### src/rtl/noc_pkg.sv
// Shared NoC flit definitions for the tree-internal merge and decode leaves.
package noc_pkg;

  localparam int unsigned FLIT_W   = 9;
  localparam int unsigned ADDR_W   = 4;
  localparam int unsigned ADDR_LSB = 5;

  typedef logic [FLIT_W-1:0] flit_t;
  typedef logic              src_t;

endpackage

### src/rtl/rr_arb2.sv
// Two-way round-robin arbiter; rr_last remembers the previous winner so ties alternate.
module rr_arb2 (
  input  logic       clk,
  input  logic       rst_n,
  input  logic [1:0] req,
  input  logic       en,
  output logic [1:0] gnt
);

  logic rr_last;

  // Single requester wins outright; a tie goes to the input that did not win last.
  always_comb begin
    gnt = 2'b00;
    if (en) begin
      case (req)
        2'b01:   gnt = 2'b01;
        2'b10:   gnt = 2'b10;
        2'b11:   gnt = rr_last ? 2'b01 : 2'b10;
        default: gnt = 2'b00;
      endcase
    end
  end

  // Reset to 1 so input 0 takes the first tie.
  always_ff @(posedge clk or negedge rst_n) begin
    if (!rst_n) begin
      rr_last <= 1'b1;
    end else if (en && (|gnt)) begin
      rr_last <= gnt[1];
    end
  end

endmodule

### src/rtl/merge2_rr_arb.sv
// Two-input flit merge: 1-entry buffer per input, round-robin pick, registered output with source index.
module merge2_rr_arb
  import noc_pkg::*;
#(
  parameter int unsigned CNT_W = 16
) (
  input  logic              clk,
  input  logic              rst_n,
  input  logic              in0_valid,
  output logic              in0_ready,
  input  logic [FLIT_W-1:0] in0_data,
  input  logic              in1_valid,
  output logic              in1_ready,
  input  logic [FLIT_W-1:0] in1_data,
  output logic              out_valid,
  input  logic              out_ready,
  output logic [FLIT_W-1:0] out_data,
  output logic              out_src,
  output logic [CNT_W-1:0]  cnt0,
  output logic [CNT_W-1:0]  cnt1
);

  logic [1:0] buf_full;
  logic [1:0] full_nxt;
  logic [1:0] hs;
  logic [1:0] gnt;
  logic       ld;
  flit_t      buf0_data;
  flit_t      buf1_data;

  assign hs       = {in1_valid && in1_ready, in0_valid && in0_ready};
  assign ld       = !out_valid || out_ready;
  // A buffer granted this edge empties; a handshake can only land in an empty one.
  assign full_nxt = (buf_full & ~gnt) | hs;

  rr_arb2 u_arb (
    .clk   (clk),
    .rst_n (rst_n),
    .req   (buf_full),
    .en    (ld),
    .gnt   (gnt)
  );

  // Ready is a flop of the next-cycle emptiness, so it is low during reset and never sees out_ready.
  always_ff @(posedge clk or negedge rst_n) begin
    if (!rst_n) begin
      buf_full  <= 2'b00;
      in0_ready <= 1'b0;
      in1_ready <= 1'b0;
    end else begin
      buf_full  <= full_nxt;
      in0_ready <= !full_nxt[0];
      in1_ready <= !full_nxt[1];
    end
  end

  always_ff @(posedge clk or negedge rst_n) begin
    if (!rst_n) begin
      buf0_data <= '0;
      buf1_data <= '0;
    end else begin
      if (hs[0]) buf0_data <= in0_data;
      if (hs[1]) buf1_data <= in1_data;
    end
  end

  // Output stage: reload whenever empty or being consumed; hold during a stall.
  always_ff @(posedge clk or negedge rst_n) begin
    if (!rst_n) begin
      out_valid <= 1'b0;
      out_data  <= '0;
      out_src   <= 1'b0;
    end else if (ld) begin
      if (|gnt) begin
        out_valid <= 1'b1;
        out_data  <= gnt[1] ? buf1_data : buf0_data;
        out_src   <= gnt[1];
      end else begin
        out_valid <= 1'b0;
      end
    end
  end

  always_ff @(posedge clk or negedge rst_n) begin
    if (!rst_n) begin
      cnt0 <= '0;
      cnt1 <= '0;
    end else begin
      if (hs[0]) cnt0 <= cnt0 + CNT_W'(1);
      if (hs[1]) cnt1 <= cnt1 + CNT_W'(1);
    end
  end

endmodule

### config.mk
export PLATFORM = sky130hd
export DESIGN_NAME = merge2_rr_arb
export DESIGN_NICKNAME = d
export VERILOG_FILES = /design/src/rtl/noc_pkg.sv /design/src/rtl/rr_arb2.sv /design/src/rtl/merge2_rr_arb.sv
export SDC_FILE = /design/constraint.sdc
export NUM_CORES = 1
export LEC_CHECK = 0
export ABC_AREA = 1
export BUFFER_PORTS_ARGS = -buffer_cell sky130_fd_sc_hd__buf_4
export CAP_MARGIN = 20
export CORE_MARGIN = 4
export CORE_UTILIZATION = 58
export CTS_CLUSTER_DIAMETER = 200
export DETAILED_ROUTE_END_ITERATION = 10
export GPL_TIMING_DRIVEN = 0
export PLACE_DENSITY = 0.85
export SYNTH_ARGS = -nofsm -noshare
export SYNTH_HDL_FRONTEND = slang
export SYNTH_SLANG_ARGS = --single-unit
### constraint.sdc
create_clock -name clk -period 3 [get_ports clk]
set_input_delay 0.45 -clock clk [delete_from_list [all_inputs] [get_ports clk]]
set_output_delay 0.45 -clock clk [all_outputs]
set_load 0.01 [all_outputs]
==> results.sh, run 1 <==
export IMPL_netlist_top_cells_count="nand2_1, dfrtp_1, inv_1"
export IMPL_crit_path_max_incr_delay_ns=0.41
export IMPL_rows=25
export IMPL_detail_route_iter0_violations=163
export IMPL_post_drt_wl_per_cell_um=13.74
export IMPL_hold_class="primary input to async pin"
export IMPL_path_cells="ha_1 -> nand3_1 -> nor2_1 -> nand4_1 -> nand2_1 -> nand2_1 -> inv_1"
export IMPL_clock_latency_ns=0.34
export IMPL_hold_violations=0
export IMPL_final_nets=438
export IMPL_netlist_area_um2=2973
export IMPL_drive_above_1_share_pct=25.12
export IMPL_cts_max_level=3
export IMPL_die_x_um=79.60
export IMPL_regArea_um2=1653
export IMPL_postCtsResizedCells=0
export IMPL_grt_use_total_pct=22.95
export IMPL_crit_required_ns=3.28
export IMPL_ir_drop_v=0.0005940
export IMPL_syn_avg_cell_area_um2=8.874
export IMPL_grt_ovfl_total=0
export IMPL_p_leak_uw=0.001979
export IMPL_clk_pin_slew_worst_paths_ns=0.07
export IMPL_postCtsHoldBufs=0
export IMPL_power_density_nw_per_um2=872.4
export IMPL_drcViolationCount=0
export IMPL_cts_sinks=66
export IMPL_synth_seq_cells=66
export IMPL_max_cap_violations=0
export IMPL_cts_tree="built"
export IMPL_synth_top_area_share_pct=54.71
export IMPL_dieArea_um2=6335
export IMPL_cts_root_buf="clkbuf_8"
export IMPL_gp_congestion=0.8439
export IMPL_io_pins=68
export IMPL_grt_pass1_vias=2448
export IMPL_crit_reg2reg_capture="cnt1[12]$_DFFE_PN0P_"
export IMPL_synthTopCellsByArea="dfrtp_1, nand2_1, inv_1"
export IMPL_seq_area_frac_synth_pct=55.60
export IMPL_synthArstFlopShare_pct=100.0
export IMPL_setup_violations=0
export IMPL_fill_cells=352
export IMPL_period_share_pct=47.53
export IMPL_die_h_um=79.60
export IMPL_path_class="flop to flop"
export IMPL_max_slew_worst_pin_slew_ns=0.8000
export IMPL_max_slew_margin_pct=46.67
export IMPL_finalMaxSlewViolations=0
export IMPL_ys_types=24
export IMPL_coreArea_um2=4848
export IMPL_final_min_clock_period_ns=1.426
export IMPL_multi_input_area_um2=1161
export IMPL_fmax_mhz=701.2
export IMPL_vias=2491
export IMPL_synth_nets=360
export IMPL_yosysTopAreaCell="dfrtp_1"
export IMPL_grt_pass1_wl_um=11200
export IMPL_post_cts_setup_buffer_count=0
export IMPL_startpoint_type="flop"
export IMPL_timing_rr_start="cnt1[0]$_DFFE_PN0P_"
export IMPL_start_util_pct=61.32
export IMPL_antenna_found_initial=0
export IMPL_port_buffer_count=67
export IMPL_dp_cells=469
export IMPL_drt_pass1_iter_count=4
export IMPL_clk_path_buf_depth=2
export IMPL_rsz0062_at_grt="false"
export IMPL_area_growth_pct=27.06
export IMPL_fin_setup_tns_ns=0
export IMPL_viasPerCell=5.136
export IMPL_reg2reg_depth=7
export IMPL_antenna_cells=0
export IMPL_cp_common_cell="nand2_1"
export IMPL_crit_slowest_cell="dfrtp_1"
export IMPL_synth_ff_type="dfrtp_1"
export IMPL_cp_arrival_ns=1.71
export IMPL_grt_max_degree=67
export IMPL_r2r_slack_ns=1.57
export IMPL_drt_total_wl_um=6665
export IMPL_fin_skew_ns=0.004921
export IMPL_yosysWarnings=0
export IMPL_detail_route_antenna_nets=0
export IMPL_dp_hpwl_um=4668
export IMPL_status="complete, no violations"
export IMPL_cts_buffers=9
export IMPL_crit_path_end_kind="flop"
export IMPL_crit_path_max_fanout=4
export IMPL_synth_edff_count=0
export IMPL_final_cells=485
export IMPL_synthMostInstantiatedCell="nand2_1"
export IMPL_syn_inst=335
routing by layer:
layer	up-vias	wire (um)	track usage, %
li1	1212	-	-
met1	1181	2823	28.40
met2	81	3272	37.65
met3	17	385	5.756
met4	0	184	10.65
met5	-	0	0
cell usage in the layout, fill, tap and decap left out, drive strengths merged, types with 2 or more instances in the layout:
master,n
nand2,123
buf,74
dfrtp,65
inv,31
nor2,26
o21ai,18
nand3,14
xnor2,13
nand4,11
clkbuf,10
xor2,8
a21oi,6
nor3,5
clkinv,4
nand3b,3
ha,2
bufinv,2
state kept, by name (all words and copies together) (netlist names):
signal / flops
out_src: 1
in1_ready: 1
cnt0: 16
out_data: 9
buf_full: 2
buf0_data: 9
in0_ready: 1
out_valid: 1
buf1_data: 9
cnt1: 16
u_arb.rr_last: 1
where the power goes:
group	switching, uW	internal, uW
clock network	335	484
registers	241	1190
logic	588	460
total	1160	2130
cell type report:
| cell class | count | area share, % |
|---|---|---|
| sequential | 66 | 43.76 |
| tap | 67 | 2.219 |
| buffer | 7 | 1.126 |
| clock buffer | 10 | 3.644 |
| clock inverter | 6 | 2.120 |
| inverter | 31 | 3.081 |
| timing repair buffer | 67 | 13.32 |
| multi-input combinational | 231 | 30.74 |
logic make-up after synthesis:
logic type	after synthesis	share of synthesized area, %
compound gates	26	4.503
xor+xnor	21	6.187
fa+ha+maj	2	0.8416
buf+inv	38	5.345
flops	66	55.60
simple gates	182	27.53
critical path: cells and delay by family (launching register included):
kind | cells | cell delay (ns)
buffers and inverters | 1 | 0.07
AND/OR/NAND/NOR | 5 | 0.73
flip-flops | 1 | 0.41
adder cells (fa/ha/maj) | 1 | 0.16
per-stage QoR:
step | hold slack [ns] | utilization, % | cell area [um2] | total power [uW] | setup slack, ns
after floorplan | 0.1544 | - | 2973 | 2006 | 1.709
after global placement | 0.4631 | 73.42 | 3560 | 2423 | 1.662
after detailed placement | 0.4687 | 73.42 | 3560 | 2472 | 1.599
after CTS | 0.2239 | 77.91 | 3777 | 3310 | 1.567
after global routing | 0.2624 | 77.91 | 3777 | 3501 | 1.388
final | 0.2018 | 77.91 | 3777 | 3296 | 1.574
how the worst max path moves through the flow:
| stage | end | slack (ns) | from |
|---|---|---|---|
| 6_report | cnt1[12]$_DFFE_PN0P_ | 1.57 | cnt1[0]$_DFFE_PN0P_ |
| 5_1_grt | cnt0[12]$_DFFE_PN0P_ | 1.39 | cnt0[0]$_DFFE_PN0P_ |
| 4_1_cts | cnt0[14]$_DFFE_PN0P_ | 1.57 | cnt0[0]$_DFFE_PN0P_ |
| 3_5_place_dp | out_data[8]$_DFFE_PN0P_ | 1.60 | out_ready |
| 3_3_place_gp | out_data[4]$_DFFE_PN0P_ | 1.66 | out_ready |
| 2_1_floorplan | cnt0[10]$_DFFE_PN0P_ | 1.71 | cnt0[0]$_DFFE_PN0P_ |
Power figures use the tool's default switching activity.
==> run 2, diff against run 1 <==
--- a/config.mk
+++ b/config.mk
@@ -9,11 +9,11 @@
 export BUFFER_PORTS_ARGS = -buffer_cell sky130_fd_sc_hd__buf_4
 export CAP_MARGIN = 20
 export CORE_MARGIN = 4
-export CORE_UTILIZATION = 58
+export CORE_UTILIZATION = 48
 export CTS_CLUSTER_DIAMETER = 200
 export DETAILED_ROUTE_END_ITERATION = 10
 export GPL_TIMING_DRIVEN = 0
-export PLACE_DENSITY = 0.85
+export PLACE_DENSITY = 0.75
 export SYNTH_ARGS = -nofsm -noshare
 export SYNTH_HDL_FRONTEND = slang
 export SYNTH_SLANG_ARGS = --single-unit
==> constraint.sdc (replaced) <==
create_clock -name clk -period 1.15 [get_ports clk]
set_input_delay 0.1725 -clock clk [delete_from_list [all_inputs] [get_ports clk]]
set_output_delay 0.1725 -clock clk [all_outputs]
set_load 0.01 [all_outputs]
==> run 2 against run 1 <==
The run now ends with setup timing left. Final area is 14% higher. Core utilization is 5.5 points lower. Total power grew to 2.9 times the previous value. Count of clock-buffer cells in the layout is 1 higher. Cell count is 7.6% higher. Clock power is 140% higher. Wire length is 12% higher. Sequential share of layout area is 5.2 points lower. Critical path depth is 1 lower. Sequential power grew to 2.7 times the previous value. Non-clock buffer count is 29 higher.
==> results.sh, run 2 (synthesized netlist as in run 1, its figures left out) <==
export IMPL_crit_slowest_cell="dfrtp_1"
export IMPL_dieArea_um2=7517
export IMPL_ir_drop_v=0.001431
export IMPL_antenna_cells=0
export IMPL_grt_use_total_pct=20.45
export IMPL_path_class="flop to flop"
export IMPL_cts_root_buf="clkbuf_8"
export IMPL_whs_ns=0.03351
export IMPL_crit_path_max_incr_delay_ns=0.36
export IMPL_multi_input_area_um2=1410
export IMPL_die_x_um=86.70
export IMPL_final_cells=522
export IMPL_coreArea_um2=5956
export IMPL_fmax_mhz=774.9
export IMPL_period_share_pct=112.2
export IMPL_clk_path_buf_depth=2
export IMPL_fin_skew_ns=0.007170
export IMPL_layout_commonest_cell="nand2_1"
export IMPL_grt_pass1_vias=2600
export IMPL_start_util_pct=49.92
export IMPL_detail_route_iter0_violations=108
export IMPL_port_buffer_count=67
export IMPL_cts_sinks=66
export IMPL_pre_cts_ws_ns=-0.2219
export IMPL_finalMaxSlewViolations=0
export IMPL_max_slew_margin_pct=59.51
export IMPL_rsz0062_at_grt="true"
export IMPL_post_drt_wl_per_cell_um=14.34
export IMPL_drt_pass1_iter_count=4
export IMPL_p_sw_uw=3511
export IMPL_timing_rr_start="cnt1[0]$_DFFE_PN0P_"
export IMPL_dp_cells=477
export IMPL_setup_worst_path_start="cnt1[0]$_DFFE_PN0P_"
export IMPL_hold_violations=0
export IMPL_startpoint_type="flop"
export IMPL_cts_buffers=9
export IMPL_final_cell_mix="nand2_1, buf_4, dfrtp_1"
export IMPL_max_slew_worst_pin_slew_ns=0.6073
export IMPL_failed_checks="setup timing"
export IMPL_viasPerCell=4.944
export IMPL_crit_path_max_fanout=6
export IMPL_final_nets=467
export IMPL_io_pins=68
export IMPL_vias=2581
export IMPL_switching_share_pct=36.90
export IMPL_setup_violations=30
export IMPL_max_cap_violations=0
export IMPL_pwr_share_clk_pct=20.8
export IMPL_grt_ovfl_total=0
export IMPL_p_leak_uw=0.002223
export IMPL_clock_latency_ns=0.33
export IMPL_comb_power_share_pct=38.7
export IMPL_final_min_clock_period_ns=1.290
export IMPL_p_int_uw=6005
export IMPL_antenna_found_initial=0
export IMPL_fin_ws_ns=-0.1405
export IMPL_cts_max_level=3
export IMPL_die_h_um=86.70
export IMPL_cp_top_family="simple AND/OR/NAND/NOR gates"
export IMPL_crit_path_end_kind="flop"
export IMPL_rows=28
export IMPL_drcViolationCount=0
export IMPL_cp_common_cell="nand3_2"
export IMPL_clk_pin_slew_worst_paths_ns=0.07
export IMPL_drive_above_1_share_pct=41.39
export IMPL_area_growth_pct=45.08
export IMPL_hold_class="primary input to flop"
export IMPL_power_density_nw_per_um2=2207
export IMPL_hp_start="in0_data[3]"
export IMPL_detail_route_antenna_nets=0
export IMPL_fill_cells=435
export IMPL_grt_pass1_wl_um=11860
export IMPL_gp_congestion=0.8020
export IMPL_path_cells="buf_4 -> nand3_2 -> nor2_4 -> buf_6 -> nand3_2 -> xnor2_1"
export IMPL_crit_required_ns=1.37
export IMPL_drt_total_wl_um=7484
export IMPL_reg_top3="cnt0: 16 flops, cnt1: 16 flops"
export IMPL_grt_max_degree=67
export IMPL_seq_power_share_pct=40.5
export IMPL_utilization_pct=72.42
export IMPL_regArea_um2=1663
export IMPL_cp_arrival_ns=1.51
export IMPL_status="finished with violations"
export IMPL_dp_hpwl_um=4918
export IMPL_critPathBufInv=2
export IMPL_cts_tree="built"
==> run 2: cell count changes in the layout (fill, tap and decap cells not counted), sizes merged <==
cell	delta
dlygate4sd3	+1
buf	+27
clkinv	-1
clkinvlp	+1
bufinv	-1
clkbuf	+2
==> run 2: layout make-up <==
cell class              instances  area share [%]
plain buffers                   7           1.218
clock buffers                  11           3.510
clock inverters                 5           1.218
inverters                      31           2.698
multi-input cells             231           32.70
flip-flops and latches         66           38.56
well taps                      75           2.176
repair buffers                 96           17.93
==> run 2: final timing paths <==
check	end	slack, ns	cells after the start
max	cnt1[11]$_DFFE_PN0P_	-0.14	6
min	buf0_data[3]$_DFFE_PN0P_	0.03	3
max reg2reg	cnt1[11]$_DFFE_PN0P_	-0.14	6
min reg2reg	buf1_data[0]$_DFFE_PN0P_	0.49	2
max in group asynchronous	buf_full[1]$_DFF_PN0_	0.28	2
min in group asynchronous	cnt0[5]$_DFFE_PN0P_	0.40	2
==> run 2: timing repair <==
item | in CTS | in global routing
cloned | 1 | 1
hold endpoints to repair | 65 | 0
pin swaps | 14 | 15
setup endpoints to repair | 39 | 128
buffers inserted | 12 | 14
hold buffers | 1 | 0
gates resized for setup | 39 | 52
==> run 2: worst min-delay path: stages <==
cell and delay [ns]:
buf_4 0.07, nand2_1 0.04, nand2_1 0.04
==> run 2: per-layer routing <==
metal	track usage (%)	part of all wire (%)	up-vias	routed length, um
met5	0	0	-	0
met4	8.640	1.9	0	139
met3	4.848	4.2	12	313
met2	33.31	51	61	3813
met1	26.15	43	1240	3217
li1	-	-	1268	-
==> run 2: power groups by stage <==
stage | registers (uW) | logic (uW) | clock network [uW]
2_1_floorplan | 3780 | 1520 | 0
3_3_place_gp | 3740 | 2670 | 0
3_5_place_dp | 3760 | 2750 | 0
4_1_cts | 3770 | 3300 | 2030
5_1_grt | 3940 | 4050 | 2150
6_report | 3860 | 3690 | 1970
==> run 2: through the flow <==
step,TNS [ns],area (um2),power (uW)
6_report,-1.389,4313,9517
5_1_grt,-4.434,4313,10140
4_1_cts,-1.564,4020,9110
3_5_place_dp,-2.233,3590,6516
3_3_place_gp,-1.397,3590,6404
2_1_floorplan,-0.5314,2993,5298
==> run 3, diff against run 2 <==
--- a/config.mk
+++ b/config.mk
@@ -14,6 +14,7 @@
 export DETAILED_ROUTE_END_ITERATION = 10
 export GPL_TIMING_DRIVEN = 0
 export PLACE_DENSITY = 0.75
+export REMOVE_ABC_BUFFERS = 1
 export SYNTH_ARGS = -nofsm -noshare
 export SYNTH_HDL_FRONTEND = slang
 export SYNTH_SLANG_ARGS = --single-unit
==> constraint.sdc (replaced) <==
create_clock -name clk -period 1.1 [get_ports clk]
set_input_delay 0.165 -clock clk [delete_from_list [all_inputs] [get_ports clk]]
set_output_delay 0.165 -clock clk [all_outputs]
set_load 0.01 [all_outputs]
==> run 3 against run 2 <==
Critical path type unchanged. Register-to-register slack worse by 0.06 ns. Clock skew increased by 0.0036 ns. Final area is 13% higher. Via count is 10% higher. Global-route usage is 0.81 points higher. Setup slack worse by 0.062 ns. Critical endpoint is now cnt0[14]$_DFFE_PN0P_. First-iteration DRC count increased by 50%. Flip-flop and latch count is the same. The run ends with hold timing, setup timing left. Maximum frequency is 0.89% lower. Sequential power rose by 7.8%. Total power increased by 23%. Die area stayed put.
==> results.sh, run 3 (synthesized netlist as in run 1, its figures left out) <==
export IMPL_status="finished with violations"
export IMPL_failed_checks="hold timing, setup timing"
export IMPL_port_buffer_count=67
export IMPL_cts_max_level=3
export IMPL_final_cell_mix="nand2_1, buf_4, dfrtp_1"
export IMPL_coreArea_um2=5956
export IMPL_fin_ws_ns=-0.2021
export IMPL_max_slew_worst_pin_slew_ns=0.8231
export IMPL_cts_buffers=9
export IMPL_ir_drop_v=0.001709
export IMPL_cts_sinks=66
export IMPL_hold_violations=65
export IMPL_detail_route_iter0_violations=162
export IMPL_start_util_pct=49.92
export IMPL_dp_hpwl_um=4646
export IMPL_cts_root_buf="clkbuf_8"
export IMPL_setup_worst_path_start="cnt0[0]$_DFFE_PN0P_"
export IMPL_area_growth_pct=63.80
export IMPL_drt_total_wl_um=9033
export IMPL_dieArea_um2=7517
export IMPL_clock_latency_ns=0.34
export IMPL_max_cap_violations=0
export IMPL_gp_congestion=0.8456
export IMPL_final_min_clock_period_ns=1.302
export IMPL_reg_top3="cnt0: 16 flops, cnt1: 16 flops"
export IMPL_die_h_um=86.70
export IMPL_grt_max_degree=67
export IMPL_pre_cts_ws_ns=-0.5882
export IMPL_drive_above_1_share_pct=53.40
export IMPL_antenna_cells=0
export IMPL_finalMaxSlewViolations=0
export IMPL_clk_path_buf_depth=2
export IMPL_grt_pass1_wl_um=12340
export IMPL_crit_path_end_kind="flop"
export IMPL_wl_met2_um=4584
export IMPL_whs_ns=-0.08420
export IMPL_hold_class="primary input to async pin"
export IMPL_grt_ovfl_total=0
export IMPL_setup_violations=57
export IMPL_drcViolationCount=0
export IMPL_fill_cells=319
export IMPL_grt_pass1_vias=2686
export IMPL_clk_pin_slew_worst_paths_ns=0.07
export IMPL_p_leak_uw=0.002397
export IMPL_grt_use_total_pct=21.26
export IMPL_multi_input_area_um2=1622
export IMPL_layout_commonest_cell="nand2_1"
export IMPL_timing_rr_start="cnt0[0]$_DFFE_PN0P_"
export IMPL_final_nets=492
export IMPL_fin_setup_tns_ns=-5.253
export IMPL_die_x_um=86.70
export IMPL_vias=2838
export IMPL_period_share_pct=118.4
export IMPL_io_pins=68
export IMPL_drt_pass1_iter_count=5
export IMPL_cts_tree="built"
export IMPL_rsz0062_at_grt="true"
export IMPL_regArea_um2=1668
export IMPL_crit_required_ns=1.33
export IMPL_fin_skew_ns=0.01078
export IMPL_post_drt_wl_per_cell_um=16.57
export IMPL_fmax_mhz=768.0
export IMPL_met3_length_um=487
export IMPL_crit_path_max_fanout=5
export IMPL_viasPerCell=5.207
export IMPL_cp_arrival_ns=1.54
export IMPL_antenna_found_initial=0
export IMPL_path_class="flop to flop"
export IMPL_detail_route_antenna_nets=0
export IMPL_rows=28
export IMPL_startpoint_type="flop"
export IMPL_power_density_nw_per_um2=2397
export IMPL_max_slew_margin_pct=45.12
export IMPL_highest_layer="met4"
export IMPL_wl_met1_um=3677
-- run 3: final timing paths --
check | end | slack, ns | cells past startpoint
min in group clk | buf0_data[5]$_DFFE_PN0P_ | 0.02 | 3
hold / removal | cnt1[3]$_DFFE_PN0P_ | -0.08 | 1
setup reg to reg | cnt0[14]$_DFFE_PN0P_ | -0.20 | 6
max in group asynchronous | cnt0[7]$_DFFE_PN0P_ | 0.59 | 1
setup / recovery | cnt0[14]$_DFFE_PN0P_ | -0.20 | 6
hold reg to reg | out_data[5]$_DFFE_PN0P_ | 0.50 | 2
-- run 3: routing by layer --
layer  vias up  GRT usage [%]
met5         -              0
met4         0          9.207
met3        31          5.228
met2       104          33.66
met1      1378          27.82
li1       1325              -
-- run 3: critical path, stage by stage (launching register included) --
cell and delay [ns]:
dfrtp_1 0.38, ha_2 0.22, nand3_4 0.11, nor3_4 0.22, nand4_1 0.14, nand2_1 0.09
inv_1 0.04
-- run 3: layout make-up --
type / instances / share of cell area (%)
clock inverters: 3 / 0.8222
well taps: 75 / 1.927
multi-input cells: 233 / 33.30
clock buffers: 11 / 3.109
inverters: 31 / 2.826
repair buffers: 126 / 23.77
flip-flops and latches: 66 / 34.25
-- run 3: through the flow --
| stage | power (uW) | cell area [um2] | instances | util, % |
|---|---|---|---|---|
| finish | 11670 | 4870 | 545 | 81.76 |
| floorplan | 5349 | 2930 | 328 | - |
| detailed placement | 6602 | 3527 | 470 | 59.22 |
| global route | 12330 | 4870 | 545 | 81.76 |
| CTS | 10150 | 4252 | 519 | 71.39 |
| global placement | 6505 | 3527 | 470 | 59.22 |
-- run 3: where the power goes --
group	total, uW	switching, uW	internal, uW	leakage (uW)
Combinational	5480	2800	2670	0.00149
Clock	2040	901	1140	0.000101
Sequential	4160	884	3270	0.000806
Total	11700	4590	7090	0.00240
-- run 3: repair_timing --
item                       in CTS  in global routing
setup endpoints to repair      74                 81
gates resized for setup        73                117
cloned                          2                  1
setup buffers                  33                 26
pin swaps                      24                 37
hold endpoints to repair       65                 26
